===== src/rtl/hazard_pkg.sv =====
// Shared defaults for the tProc control-pipeline hazard logic.
// Optional stall counter in t_ctrl_hazard_sb is enabled by HAZARD_STALL_CNT_EN.
package hazard_pkg;

    localparam int unsigned AW_DEF = 7;
    localparam int unsigned DW_DEF = 32;

    // Youngest in-flight stage; forwarding priority starts here.
    localparam int unsigned X1_ST  = 0;

endpackage


===== src/rtl/t_hz_fwd_mux.sv =====
// Per-port operand select: in-flight stages (youngest first), write-back,
// pending long write, then register file. Flags a stall when data is not ready.
module t_hz_fwd_mux
    import hazard_pkg::*;
#(
    parameter int unsigned N_ST = 2,
    parameter int unsigned AW   = AW_DEF,
    parameter int unsigned DW   = DW_DEF
) (
    input  logic [AW-1:0]      rs_addr,
    input  logic [DW-1:0]      rs_dt,
    input  logic [N_ST-1:0]    st_we,
    input  logic [N_ST*AW-1:0] st_addr,
    input  logic [N_ST-1:0]    st_rdy,
    input  logic [N_ST*DW-1:0] st_dt,
    input  logic               wr_we,
    input  logic [AW-1:0]      wr_addr,
    input  logic [DW-1:0]      wr_dt,
    input  logic               pend,
    output logic [DW-1:0]      sel_dt,
    output logic               stall
);

    logic hit;

    always_comb begin
        hit    = 1'b0;
        sel_dt = rs_dt;
        stall  = 1'b0;
        for (int unsigned s = X1_ST; s < N_ST; s++) begin
            if (!hit && st_we[s] && (st_addr[s*AW +: AW] == rs_addr)) begin
                hit = 1'b1;
                if (st_rdy[s]) begin
                    sel_dt = st_dt[s*DW +: DW];
                end else begin
                    stall = 1'b1;
                end
            end
        end
        if (!hit && wr_we && (wr_addr == rs_addr)) begin
            hit    = 1'b1;
            sel_dt = wr_dt;
        end
        // A matching write-back already carries the long write's data.
        if (!hit && pend) begin
            stall = 1'b1;
        end
    end

endmodule


===== src/rtl/t_ctrl_hazard_sb.sv =====
// Forwarding/hazard unit with pending-write scoreboard and timed flag window.
// Define HAZARD_STALL_CNT_EN to add cnt_clr_i/stall_cnt_o saturating bubble counter.
module t_ctrl_hazard_sb
    import hazard_pkg::*;
#(
    parameter int unsigned N_RS     = 2,
    parameter int unsigned N_ST     = 2,
    parameter int unsigned AW       = AW_DEF,
    parameter int unsigned DW       = DW_DEF,
    parameter int unsigned FLAG_LAT = 2
) (
    input  logic               clk_i,
    input  logic               rst_ni,
    input  logic               hold_i,
    input  logic [N_RS*AW-1:0] rs_addr_i,
    input  logic [N_RS*DW-1:0] rs_dt_i,
    input  logic [N_ST-1:0]    st_we_i,
    input  logic [N_ST*AW-1:0] st_addr_i,
    input  logic [N_ST-1:0]    st_rdy_i,
    input  logic [N_ST*DW-1:0] st_dt_i,
    input  logic               wr_we_i,
    input  logic [AW-1:0]      wr_addr_i,
    input  logic [DW-1:0]      wr_dt_i,
    input  logic               lw_issue_i,
    input  logic [AW-1:0]      lw_addr_i,
    input  logic               lw_done_i,
    input  logic [AW-1:0]      lw_done_addr_i,
    input  logic               flag_we_i,
    input  logic               id_flag_used_i,
    output logic [N_RS*DW-1:0] reg_dt_o,
    output logic               bubble_rd_o,
    output logic               bubble_id_o
`ifdef HAZARD_STALL_CNT_EN
    ,
    input  logic               cnt_clr_i,
    output logic [31:0]        stall_cnt_o
`endif
);

    localparam int unsigned NREG = 1 << AW;
    localparam int unsigned FW   = (FLAG_LAT > 0) ? $clog2(FLAG_LAT + 1) : 1;

    logic [NREG-1:0]    pend_q;
    logic [NREG-1:0]    pend_d;
    logic [N_RS*DW-1:0] sel_all;
    logic [N_RS-1:0]    stall;
    logic               waw;
    logic [FW-1:0]      flag_cnt_q;

    // Operand select per read port
    for (genvar k = 0; k < N_RS; k++) begin : g_port
        t_hz_fwd_mux #(
            .N_ST (N_ST),
            .AW   (AW),
            .DW   (DW)
        ) u_mux (
            .rs_addr (rs_addr_i[k*AW +: AW]),
            .rs_dt   (rs_dt_i[k*DW +: DW]),
            .st_we   (st_we_i),
            .st_addr (st_addr_i),
            .st_rdy  (st_rdy_i),
            .st_dt   (st_dt_i),
            .wr_we   (wr_we_i),
            .wr_addr (wr_addr_i),
            .wr_dt   (wr_dt_i),
            .pend    (pend_q[rs_addr_i[k*AW +: AW]]),
            .sel_dt  (sel_all[k*DW +: DW]),
            .stall   (stall[k])
        );
    end

    // Set after clear so issue+done to one address leaves the bit pending.
    always_comb begin
        pend_d = pend_q;
        if (lw_done_i) begin
            pend_d[lw_done_addr_i] = 1'b0;
        end
        if (lw_issue_i) begin
            pend_d[lw_addr_i] = 1'b1;
        end
    end

    always_ff @(posedge clk_i or negedge rst_ni) begin
        if (!rst_ni) begin
            pend_q <= '0;
        end else begin
            pend_q <= pend_d;
        end
    end

    // An in-flight write to a pending register must not overtake the long write.
    always_comb begin
        waw = 1'b0;
        for (int unsigned s = 0; s < N_ST; s++) begin
            if (st_we_i[s] && pend_q[st_addr_i[s*AW +: AW]]) begin
                waw = 1'b1;
            end
        end
    end

    assign bubble_rd_o = (|stall) | waw;

    always_ff @(posedge clk_i or negedge rst_ni) begin
        if (!rst_ni) begin
            reg_dt_o <= '0;
        end else if (!hold_i) begin
            reg_dt_o <= sel_all;
        end
    end

    always_ff @(posedge clk_i or negedge rst_ni) begin
        if (!rst_ni) begin
            flag_cnt_q <= '0;
        end else if (flag_we_i) begin
            flag_cnt_q <= FW'(FLAG_LAT);
        end else if (flag_cnt_q != '0) begin
            flag_cnt_q <= flag_cnt_q - 1'b1;
        end
    end

    assign bubble_id_o = id_flag_used_i & (flag_we_i | (flag_cnt_q != '0));

`ifdef HAZARD_STALL_CNT_EN
    always_ff @(posedge clk_i or negedge rst_ni) begin
        if (!rst_ni) begin
            stall_cnt_o <= '0;
        end else if (cnt_clr_i) begin
            stall_cnt_o <= '0;
        end else if ((bubble_rd_o | bubble_id_o) && (stall_cnt_o != '1)) begin
            stall_cnt_o <= stall_cnt_o + 32'd1;
        end
    end
`endif

endmodule


===== config.mk =====
export PLATFORM = sky130hd
export DESIGN_NAME = t_ctrl_hazard_sb
export DESIGN_NICKNAME = d
export VERILOG_FILES = /design/src/rtl/hazard_pkg.sv /design/src/rtl/t_hz_fwd_mux.sv /design/src/rtl/t_ctrl_hazard_sb.sv
export SDC_FILE = /design/constraint.sdc
export NUM_CORES = 1
export LEC_CHECK = 0
export CAP_MARGIN = 15
export CORE_AREA = 2 2 194 196
export DETAILED_ROUTE_END_ITERATION = 8
export DIE_AREA = 0 0 196 198
export GPL_TIMING_DRIVEN = 0
export PLACE_DENSITY = 0.7
export SLEW_MARGIN = 20
export SYNTH_ARGS = -nofsm -noshare
export SYNTH_HDL_FRONTEND = slang
export SYNTH_SLANG_ARGS = --single-unit

===== constraint.sdc =====
create_clock -name clk_i -period 5.3 [get_ports clk_i]
set_input_delay 1.59 -clock clk_i [delete_from_list [all_inputs] [get_ports clk_i]]
set_output_delay 1.59 -clock clk_i [all_outputs]
set_load 0.03 [all_outputs]

After elaboration in Yosys (flattened, before gate mapping) --
Cells that the tools add are included. W data, S select, Z words.
Storage, ports and cells: logic and storage cells 92, output and inout port bits 66, input bits 221, register bits after elaboration 194
Operators by class: magnitude comparators 8, equal/unequal tests 6, reduce and logical (&&, ||, !) cells 25, $add $sub $neg 1, multiplexer cells 43, bitwise logic cells 6
Operators with widths (count):
- $mux W32 | 10
- $mux W128 | 2
- $and A128 B128 Y128 | 1
- $not A128 Y128 | 1
- $or A128 B128 Y128 | 1
- $lt A7 B8 Y1 const B | 6
- $eq A7 B7 Y1 | 6
- $bmux W1 S7 | 4
- $mux W1 | 23
- $logic_and A1 B1 Y1 | 16
- $demux W1 S7 | 2
- $ge A7 B1 Y1 const B | 2
- $logic_not A1 Y1 | 6
- $mux W2 | 2
- $reduce_bool A2 Y1 | 2
- $or A1 B1 Y1 | 2
- $reduce_or A2 Y1 | 1
- $sub A2 B1 Y2 const B | 1
- $and A1 B1 Y1 | 1

Longest topological paths before layout --
Gate-level depths: netlist of the first run.
word-level depth 16, depth in mapped cells 11, mapped depth without buffers 7

By module --
From an unflattened synthesis of the first run, not the netlist that was laid out.
Unflattened totals: cell total of the unflattened synthesis 1466, area total of the unflattened synthesis 15016.9 sq um
Modules (own cells, without submodules):
- t_ctrl_hazard_sb | area an instance 11646.2 sq um, seq. area each 4854.7 sq um, cells each 940, times used 1
- t_hz_fwd_mux | area an instance 1685.4 sq um, seq. area each 0.0 sq um, cells each 263, times used 2

Worst setup path after synthesis of the first run --
No wires, ideal clock.
kind in2out, start point input port rs_addr_i[0], end point output port bubble_rd_o, buffers on the path 3, stages 10, data required time 3.710 ns, slack 0.072 ns, arrival time 3.638 ns, cell sequence clkbuf_1 -> buf_2 -> buf_4 -> mux4_2 -> o21ai_0 -> o21ai_0 -> nand4_1 -> nand4_1 -> o311ai_0 -> nand4_1
Between the ends: word-level cells in the longest chain between the ends 16, elaborated cells on any way between the ends 23, classes of those cells eq/ne: 3; mux: 9; bitwise: 1; reduce/logical: 10
Ends and longest elaborated chain:
- from (decl) | RTL line t_ctrl_hazard_sb.sv:15 | input logic [N_RS*AW-1:0] rs_addr_i,
- $eq A7 B7 Y1 | RTL line t_hz_fwd_mux.sv:31 | if (!hit && st_we[s] && (st_addr[s*AW +: AW] == rs_addr)) begin
- $logic_and A1 B1 Y1 | RTL line t_hz_fwd_mux.sv:31
- $mux W1 | RTL line t_hz_fwd_mux.sv:31
- $logic_not A1 Y1 | RTL line t_hz_fwd_mux.sv:31
- $logic_and A1 B1 Y1 (2 in a row) | RTL line t_hz_fwd_mux.sv:31
- $mux W1 | RTL line t_hz_fwd_mux.sv:31
- $logic_not A1 Y1 | RTL line t_hz_fwd_mux.sv:40 | if (!hit && wr_we && (wr_addr == rs_addr)) begin
- $logic_and A1 B1 Y1 (2 in a row) | RTL line t_hz_fwd_mux.sv:40
- $mux W1 | RTL line t_hz_fwd_mux.sv:40
- $logic_not A1 Y1 | RTL line t_hz_fwd_mux.sv:45 | if (!hit && pend) begin
- $logic_and A1 B1 Y1 | RTL line t_hz_fwd_mux.sv:45
- $mux W1 * | RTL line t_hz_fwd_mux.sv:45
- $reduce_or A2 Y1 * | RTL line t_ctrl_hazard_sb.sv:101 | assign bubble_rd_o = (|stall) | waw;
- $or A1 B1 Y1 * | RTL line t_ctrl_hazard_sb.sv:101
- to (decl) | RTL line t_ctrl_hazard_sb.sv:31 | output logic bubble_rd_o,
Mark *: on every way between the ends. The rest lies on a longest branch, timed or not. The select of a mux whose other input is x is not followed.

Final worst setup path of the first run --
start point input port rs_addr_i[2], end point output port bubble_rd_o
Same word-level chain as after synthesis.

==> results of run 1 <==
==> cell type report <==
type                    instances  area (µm²)
plain buffers                 108         792
clock buffers                  18         439
clock inverters                13         116
fillers                      3372       18200
repair buffers                278        2870
well taps                     474         593
inverters                       8        31.3
multi-input cells            1078        9020
flip-flops and latches        194        4850
diodes                          4        10.0
==> kinds of logic (layout without fill, tap and decap cells) <==
family	count (synthesis)	in the layout	synth area share, %
xor+xnor	43	43	2.60
compound gates	441	441	16.5
buf+inv	116	425	4.64
simple gates	276	276	9.30
flops	194	194	33.6
other cells	0	4	0
fa+ha+maj	1	1	0.0865
mux	317	317	33.2
==> cell usage in the layout (no fill, tap or decap), types with 5 or more instances in the layout <==
| cell | Yosys | routed |
|---|---|---|
| mux4_2 | 102 | 108 |
| buf_6 | 7 | 15 |
| xor2_1 | 5 | 5 |
| clkbuf_16 | 0 | 17 |
| o21ai_1 | 39 | 41 |
| clkdlybuf4s50_1 | 0 | 253 |
| xnor2_1 | 38 | 38 |
| o21ai_0 | 287 | 284 |
| buf_4 | 8 | 15 |
| dfrtp_1 | 194 | 194 |
| nor2_1 | 58 | 57 |
| o22ai_1 | 7 | 6 |
| a21oi_1 | 52 | 51 |
| buf_2 | 36 | 22 |
| clkbuf_2 | 0 | 5 |
| inv_1 | 7 | 7 |
| nand2_1 | 110 | 109 |
| clkbuf_4 | 0 | 5 |
| mux2_2 | 64 | 64 |
| nand3_1 | 33 | 32 |
| buf_8 | 2 | 7 |
| inv_6 | 0 | 6 |
| dlygate4sd2_1 | 0 | 5 |
| buf_12 | 3 | 11 |
| clkbuf_1 | 45 | 38 |
| mux2i_1 | 133 | 130 |
| nand4_1 | 18 | 18 |
| nor2b_1 | 25 | 24 |
| mux4_1 | 17 | 11 |
| a22oi_1 | 25 | 25 |
==> per-layer routing <==
metal / vias to the layer above / GRT usage, % / routed length [µm]
li1: 5898 / - / -
met1: 6940 / 38.6 / 22500
met2: 948 / 53.9 / 30300
met3: 176 / 6.32 / 6090
met4: 2 / 16.5 / 3160
met5: - / 0 / 9
==> critical path: stages <==
cell and delay, ns:
clkdlybuf4s50_1 0.52, clkbuf_4 0.25, and2b_2 0.29, a22oi_1 0.31
a21oi_1 0.12, o2111ai_1 0.22, o211a_1 0.22, o311ai_1 0.11
nand4_1 0.17, buf_6 0.15
==> state kept, by name, indices dropped and copies added, names as in the netlist <==
name and count:
flag_cnt_q 2, reg_dt_o 64, pend_q 128
==> through the flow <==
| step | std cells | hold slack [ns] | setup TNS (ns) | utilization (%) |
|---|---|---|---|---|
| floorplan | 1388 | 0.480 | 0 | - |
| global placement | 2123 | 0.470 | -1056.49 | 47.8 |
| detailed placement | 2125 | 0.477 | -1.57 | 48.0 |
| CTS | 2171 | 0.496 | -0.230 | 50.5 |
| global route | 2175 | 0.520 | -0.241 | 50.7 |
| finish | 2175 | 0.494 | -0.251 | 50.7 |
==> how the worst max path moves through the flow <==
stage / cells past startpoint / end / start
2_1_floorplan: 10 / bubble_rd_o / rs_addr_i[0]
3_3_place_gp: 1 / reg_dt_o[25] / rst_ni
3_5_place_dp: 12 / bubble_rd_o / rs_addr_i[1]
4_1_cts: 13 / bubble_rd_o / st_addr_i[0]
5_1_grt: 14 / bubble_rd_o / st_addr_i[0]
6_report: 10 / bubble_rd_o / rs_addr_i[2]
==> timing repair <==
action	CTS	global route
pin swaps	22	1
resized for setup	90	15
buffers inserted	14	0
endpoints found under the setup margin	1	1
gates cloned	1	0
==> report_power, final <==
part	leakage (nW)	switching [W]	internal [W]
Clock	0.274	0.000681	0.000632
Combinational	4.45	0.000694	0.000714
Sequential	2.49	0.000254	0.00166
==> impl.org, run 1 <==
** Run status
- The run finished, with violations left.
- The final reports fail on negative setup slack.

** STA
- Clock Skew :: 0.00000780 ns
- Fraction of the cycle the final worst path needs :: 105%
- The max-slew violation count came to 0.
- Maximum clock frequency :: 0.180 GHz
- Number of setup violations in the final report :: 1
- In the post-route analysis, the smallest setup slack over all paths is -0.251 ns.
- The number of hold violations in the final report was 0.
- Transition time at the pin with the least slew margin :: 0.794 ns
- Setup repair after global routing could not meet its margin everywhere.
- Relative slew margins :: 47.0%
- Crit path time final :: 5.55 ns

** Power
- Leakage :: 7.21 nW
- VDD sags by at most 0.245 mV.
- In this run the power density over the cells is 248 nW/µm².
- Summing internal, switching and leakage power gives 0.00464 W.

** Logic synthesis
- The synthesized design contains 194 register bits.
- After synthesis, the mean cell area works out to 10.4 µm².
- Synthesized instance count :: 1,388
- Register area share after synthesis :: 33.6%
- Most instantiated flip-flop cell in the synthesis netlist :: dfrtp_1
- Cell types occupying the most area after synthesis :: dfrtp_1, mux4_2, o21ai_0, mux2i_1, mux2_2
- Netlist Area Pre-Place :: 14,500 µm²
- The number of nets in the synthesized netlist is 1,610.
- Library cell with the largest summed area after synthesis :: dfrtp_1
- Warnings, synthesis :: 0
- Proportion of synthesized flip-flops having asynchronous set or reset :: 100%
- The synthesized design devotes to its leading area cell type 33.6% of total area.
- Post-synth EDFFs :: 0
- Most frequent cell after synthesis :: o21ai_0
- Commonest cells in the synthesized netlist :: o21ai_0, dfrtp_1, mux2i_1, nand2_1, mux4_2
- After synthesis, the netlist uses 66 different library cells.

** Clock network
- CTS tree :: done
- CTS clk-pin slew, worst paths :: 0.07 ns
- Number of buffers created by CTS :: 17
- After clock tree synthesis, the flow added hold-fix buffers numbering 0.
- Clock network latency to the later pin of the worst-skew pair :: 0.45 ns
- Counting along the longest clock path gives a buffer depth of 2.
- In this run the clock root is driven by a clkbuf_16.
- CTS H-tree depth :: 4
- Number of clock sinks :: 194

** Global routing
- Across every metal layer, demand over resource in global routing totals 31.8%.
- The first global-routing pass estimated 90.4 mm of wire.
- Entering global routing, the biggest net connects 98 pins.
- Global-route congestion overflow total :: 0
- The number of antenna violations at the first check in global routing is 5.
- Via count of the first global-routing pass :: 13,792

** Worst hold path
- Worst hold path type :: flip-flop to flip-flop
- Cell count of the worst hold path :: 2
- Worst Min Path Start :: reg_dt_o[15]
- Worst Hold Path EP :: reg_dt_o[15]

** Drt
- First drt pass iteration count :: 6
- Detailed-route DRC error count :: 0
- After the first detailed-routing iteration, the DRC count stood at 1,597.
- Routed len/inst :: 28.5 µm
- In the routed layout, each cell is associated on average with a via count of 6.42.
- Total via count after detailed routing :: 13,964
- Wire length after detailed routing :: 62.1 mm
- The detail route stage leaves a number of antenna-violating nets equal to 0.

** Place
- OpenSTA, run right after detailed placement, puts the worst setup slack at -1.57 ns.
- Placed cell areas :: 17,700 µm²
- Final GP Congestion :: 1.03
- The wire-length estimate of the detail-placed layout is 47.8 mm.
- In this run the tool buffered the top-level ports with 261 buffer cells.

** Cells and area
- Share of final-layout standard cells stronger than drive strength 1 :: 19.2%
- Post-layout net count :: 1,907
- Post-layout instance area :: 18,700 µm²
- Synthesis-to-finish area growth :: 29.5%

** Critical path
- Max Fanout on Critical Path :: 10
- Terminus of the critical flop-to-flop path :: flag_cnt_q[0]
- The worst setup path is launched from an input port.
- For flop-to-flop paths, the worst setup slack is 4.29 ns.
- Arrival time worst endpoint :: 3.96 ns
- Required time reported for the critical path endpoint :: 3.71 ns
- The worst register-to-register path begins at flag_cnt_q[0].
- Cell count of the worst reg-to-reg path :: 4
- The worst setup path is captured at an output pin.
- WS Path Type :: input port to output pin

** Job
- Across the run, the number of max-cap violations was 0.

** Die
- Die area :: 38,800 µm²
- The floorplan step set the die height to 198 µm.
- Die extent in x :: 196 µm
- Number of top-level pins :: 287
- The core region is 37,000 µm².
- Standard-cell row count :: 71
- Starting density of the core :: 39.1%
No activity file was read; power rests on OpenSTA's default activity.
==> run 2, diff against run 1 <==
- CORE_AREA: 2 2 194 196 -> 8 8 200 202
- DIE_AREA: 0 0 196 198 -> 0 0 208 210
==> run 2 against run 1 <==
Sequential share of layout area shrank 0.31 points. Non-clock buffer count grew 11. Critical endpoint unchanged. Global-route usage shrank 4.1 points. Die area grew 13%. The run still ends with negative setup slack left. Design area grew 1.2%. Fmax grew 0.69%. Combinational power is essentially flat. Clock skew grew 0.00055 ns. Largest power group unchanged. Highest routed layer unchanged. Total power grew 1.2%. Clock power grew 4%. Final cell count grew 0.69%.
==> impl.org, run 2 (synthesis gave the netlist of run 1 again) <==
** STA
- Fin Hold WS :: 0.499 ns (+0.00485 ns)
- Maximum clock frequency :: 0.181 GHz (+0.69%)
- Crit path time final :: 5.51 ns (-0.0382 ns)
- Transition time at the pin with the least slew margin :: 0.832 ns (+0.0377 ns)
- Setup repair after global routing could not meet its margin everywhere.
- Number of setup violations in the final report :: 1 (unchanged)
- The worst slew slack as a fraction of its limit came to 44.5% (-2.5 points).
- Fin. Hold Viols :: 0 (unchanged)
- The period utilization came to 104% (-0.72 points).
- Max-slew violation total from the final report :: 0 (unchanged)
- The post-layout worst setup margin came to -0.213 ns (+0.0382 ns).
- Sum Neg Setup Slack :: -0.213 ns (+0.0382 ns)
- The final worst clock skew came to 0.000556 ns (+0.000548 ns).

** Clock network
- TritonCTS built the clock tree.
- Number of clock sinks :: 194 (unchanged)
- Clock network latency to the later pin of the worst-skew pair :: 0.46 ns (about the same)
- Total of hold buffers inserted after clock tree synthesis :: 0 (unchanged)
- The H-tree depth reported by CTS was 4 (unchanged).
- Root buffer selected by CTS :: clkbuf_16
- Number of buffers on the longest clock path :: 2 (unchanged)
- CTS clk-pin slew, worst paths :: 0.08 ns (about the same)
- Number of buffers created by CTS :: 17 (unchanged)

** Place
- The instance area at placement is 17,700 µm² (unchanged).
- The count of buffers inserted at the top-level ports came to 261 (unchanged).
- The placer's final routability congestion estimate was 0.988 (-3.7%).
- The half-perimeter wire length after detailed placement came to 49.4 mm (+3.4%).

** Global routing
- The number of antenna violations at the first check in global routing came to 10 (+5).
- Global-route congestion overflow total :: 0 (unchanged)
- The all-layer global routing usage is 27.7% (-4.1 points).
- Via count of the first global-routing pass :: 13,800 (+0.058%)
- The largest net degree at the start of global routing came to 86 (-12%).
- The global-route wire length before repair came to 91.4 mm (+1.0%).

** Drt
- Detailed-route DRC error count :: 0 (unchanged)
- DR iter-0 viols :: 1,650 (+3.3%)
- First drt pass iteration count :: 5 (-1)
- The vias after detailed routing came to 13,968 (+0.029%).
- Wire length after detailed routing :: 62.6 mm (+0.78%)
- The number of routed nets with antenna violations was 0 (unchanged).
- The mean number of vias per cell came to 6.38 (-0.66%).
- The wire length per cell after detailed routing is 28.6 µm (about the same).

** Critical path
- Max Fanout on Critical Path :: 9 (-1)
- The data arrival time of the worst path came to 3.92 ns (-0.04 ns).
- Grouping stages by cell kind, the critical path spends the most delay in simple AND/OR/NAND/NOR gates.
- Required time reported for the critical path endpoint :: 3.71 ns (about the same)
- Critical Path End Type :: output pin
- The delay of the slowest cell on the worst path was 0.50 ns (-0.02 ns).
- Kind of launch point of the worst setup path :: input port
- The number of buffer and inverter instances along the worst setup path was 3 (unchanged).
- Traced cell by cell, the critical path runs through clkdlybuf4s50_1 > buf_6 > nor2b_1 > a22oi_1 > a31oi_1 > a21oi_1 > nor2_1 > o311ai_2 > nand4_1 > buf_6.
- Worst setup path startpoint :: rs_addr_i[2]
- CP max-delay cell :: nor2b_1
- WS Path Type :: input port to output pin
- Worst r2r src :: flag_cnt_q[0]
- Cell seen most often among critical-path stages :: buf_6

** Cells and area
- Largest Register :: pend_q
- The register cell area after layout is 4850 µm² (unchanged).
- Post-layout net count :: 1,918 (+0.58%)
- The final core utilization is 51.3% (+0.61 points).
- Largest register FFs :: 128 (unchanged)
- The area of the multi-input gates came to 9080 µm² (+0.62%).
- The share of post-route cells with drive strength above 1 is 20.1% (+0.92 points).
- In the final layout, the registers with the most flip-flops are pend_q x128, reg_dt_o x64, flag_cnt_q x2.
- Most used cells in the layout excluding fill and tap cells :: o21ai_0, clkdlybuf4s50_1, dfrtp_1
- The area growth from synthesis to layout is 31.1%.
- Layout fillers :: 3,368 (-0.12%)
- Most frequent standard cell in the layout excluding fill and tap cells :: o21ai_0
- The post-layout instance area came to 19,000 µm² (+1.2%).

** Die
- The placeable core region is 37,000 µm² (unchanged).
- The number of rows created at floorplan was 71 (unchanged).
- Die extent in x :: 208 µm (+6.1%)
- Die H :: 210 µm (+6.1%)
- Number of top-level pins :: 287 (unchanged)
- The area of the die is 43,700 µm² (+13%).
- The starting density of the core was 39.1% (unchanged).

** Worst hold path
- The worst hold path belongs to the class flip-flop to flip-flop.
- Worst Min Path Start :: reg_dt_o[16]

** Power
- Power share of the combinational group :: 30.1% (-0.2 points)
- Switching portion of total power :: 34.8% (-0.32 points)
- The total leakage power came to 7.31 nW (+1.4%).
- The sum of internal, switching and leakage power came to 0.00470 W (+1.2%).
- Switching Power :: 0.00163 W (+0.33%)
- Clock group share of total power :: 29.0% (+0.7 points)
- Sequential fraction of design power :: 40.8% (-0.6 points)
- Maximum vdd ir drop :: 0.247 mV (+0.74%)
- Internal power :: 0.00306 W (+1.7%)
- The power density normalized to cell area was 248 nW/µm² (about the same).

** Job
- The max-cap violation count was 0 (unchanged).

** Run status
- The final reports fail on negative setup slack.
- Run status :: finished with violations
-- run 2: cell count changes in the layout (fill, tap and decap cells not counted), moves of 3 or more --
cell	change
a21oi_2	+3
inv_6	-3
clkinv_8	+3
buf_4	+12
a22oi_2	+3
buf_12	+3
diode_2	+3
a22oi_1	-3
mux2i_2	-3
mux2i_1	+3
-- run 2: path summary, 6_finish.rpt --
kind                       cells after the start  slack [ns]             to
hold reg to reg                                2        0.50   reg_dt_o[16]
max in group asynchronous                      2        3.57     pend_q[18]
min in group asynchronous                      1        1.01     pend_q[78]
setup / recovery                              10       -0.21    bubble_rd_o
hold / removal                                 2        0.50   reg_dt_o[16]
setup reg to reg                               4        4.29  flag_cnt_q[0]
-- run 2: cell type report --
type / count / share of cell area (%)
Multi-Input combinational cell: 1078 / 47.9
Sequential cell: 194 / 25.6
Timing Repair Buffer: 290 / 15.6
Buffer: 107 / 4.34
Tap cell: 474 / 3.13
Clock buffer: 17 / 2.24
Clock inverter: 15 / 0.918
Inverter: 8 / 0.165
Antenna cell: 7 / 0.0924
-- run 2: routing by layer --
metal  routed length [µm]  part of all wire [%]  track usage [%]
met5                   27                 0.043                0
met4                 2690                   4.3             13.7
met3                 5910                   9.4             5.36
met2                30800                    49             47.4
met1                23100                    37             33.2
-- run 2: power by group through the flow --
| stage | Sequential, W | Clock, W | Combinational, W |
|---|---|---|---|
| floorplan | 0.00192 | 0 | 0.000707 |
| global placement | 0.00190 | 0 | 0.00131 |
| detailed placement | 0.00192 | 0 | 0.00133 |
| CTS | 0.00190 | 0.00138 | 0.00138 |
| global route | 0.00194 | 0.00144 | 0.00150 |
| finish | 0.00192 | 0.00136 | 0.00142 |
-- run 2: repair_timing --
item	in CTS	in global routing
resized for setup	97	30
endpoints found under the setup margin	1	1
endpoints found under the hold margin	0	0
gates cloned	1	0
pin swaps	19	15
buffers inserted	13	13
-- run 2: worst min-delay path, delay by kind of cell, from the launching register on --
kind / cells / cell delay (ns)
flops: 1 / 0.35
simple gates: 1 / 0.05
compound gates: 1 / 0.06
-- run 2: per-stage QoR --
stage	std cells	worst slack, ns
4_1_cts	2171	-0.162
5_1_grt	2187	-0.321
3_5_place_dp	2125	-1.67
6_report	2190	-0.213
3_3_place_gp	2123	-5.40
2_1_floorplan	1388	0.0724
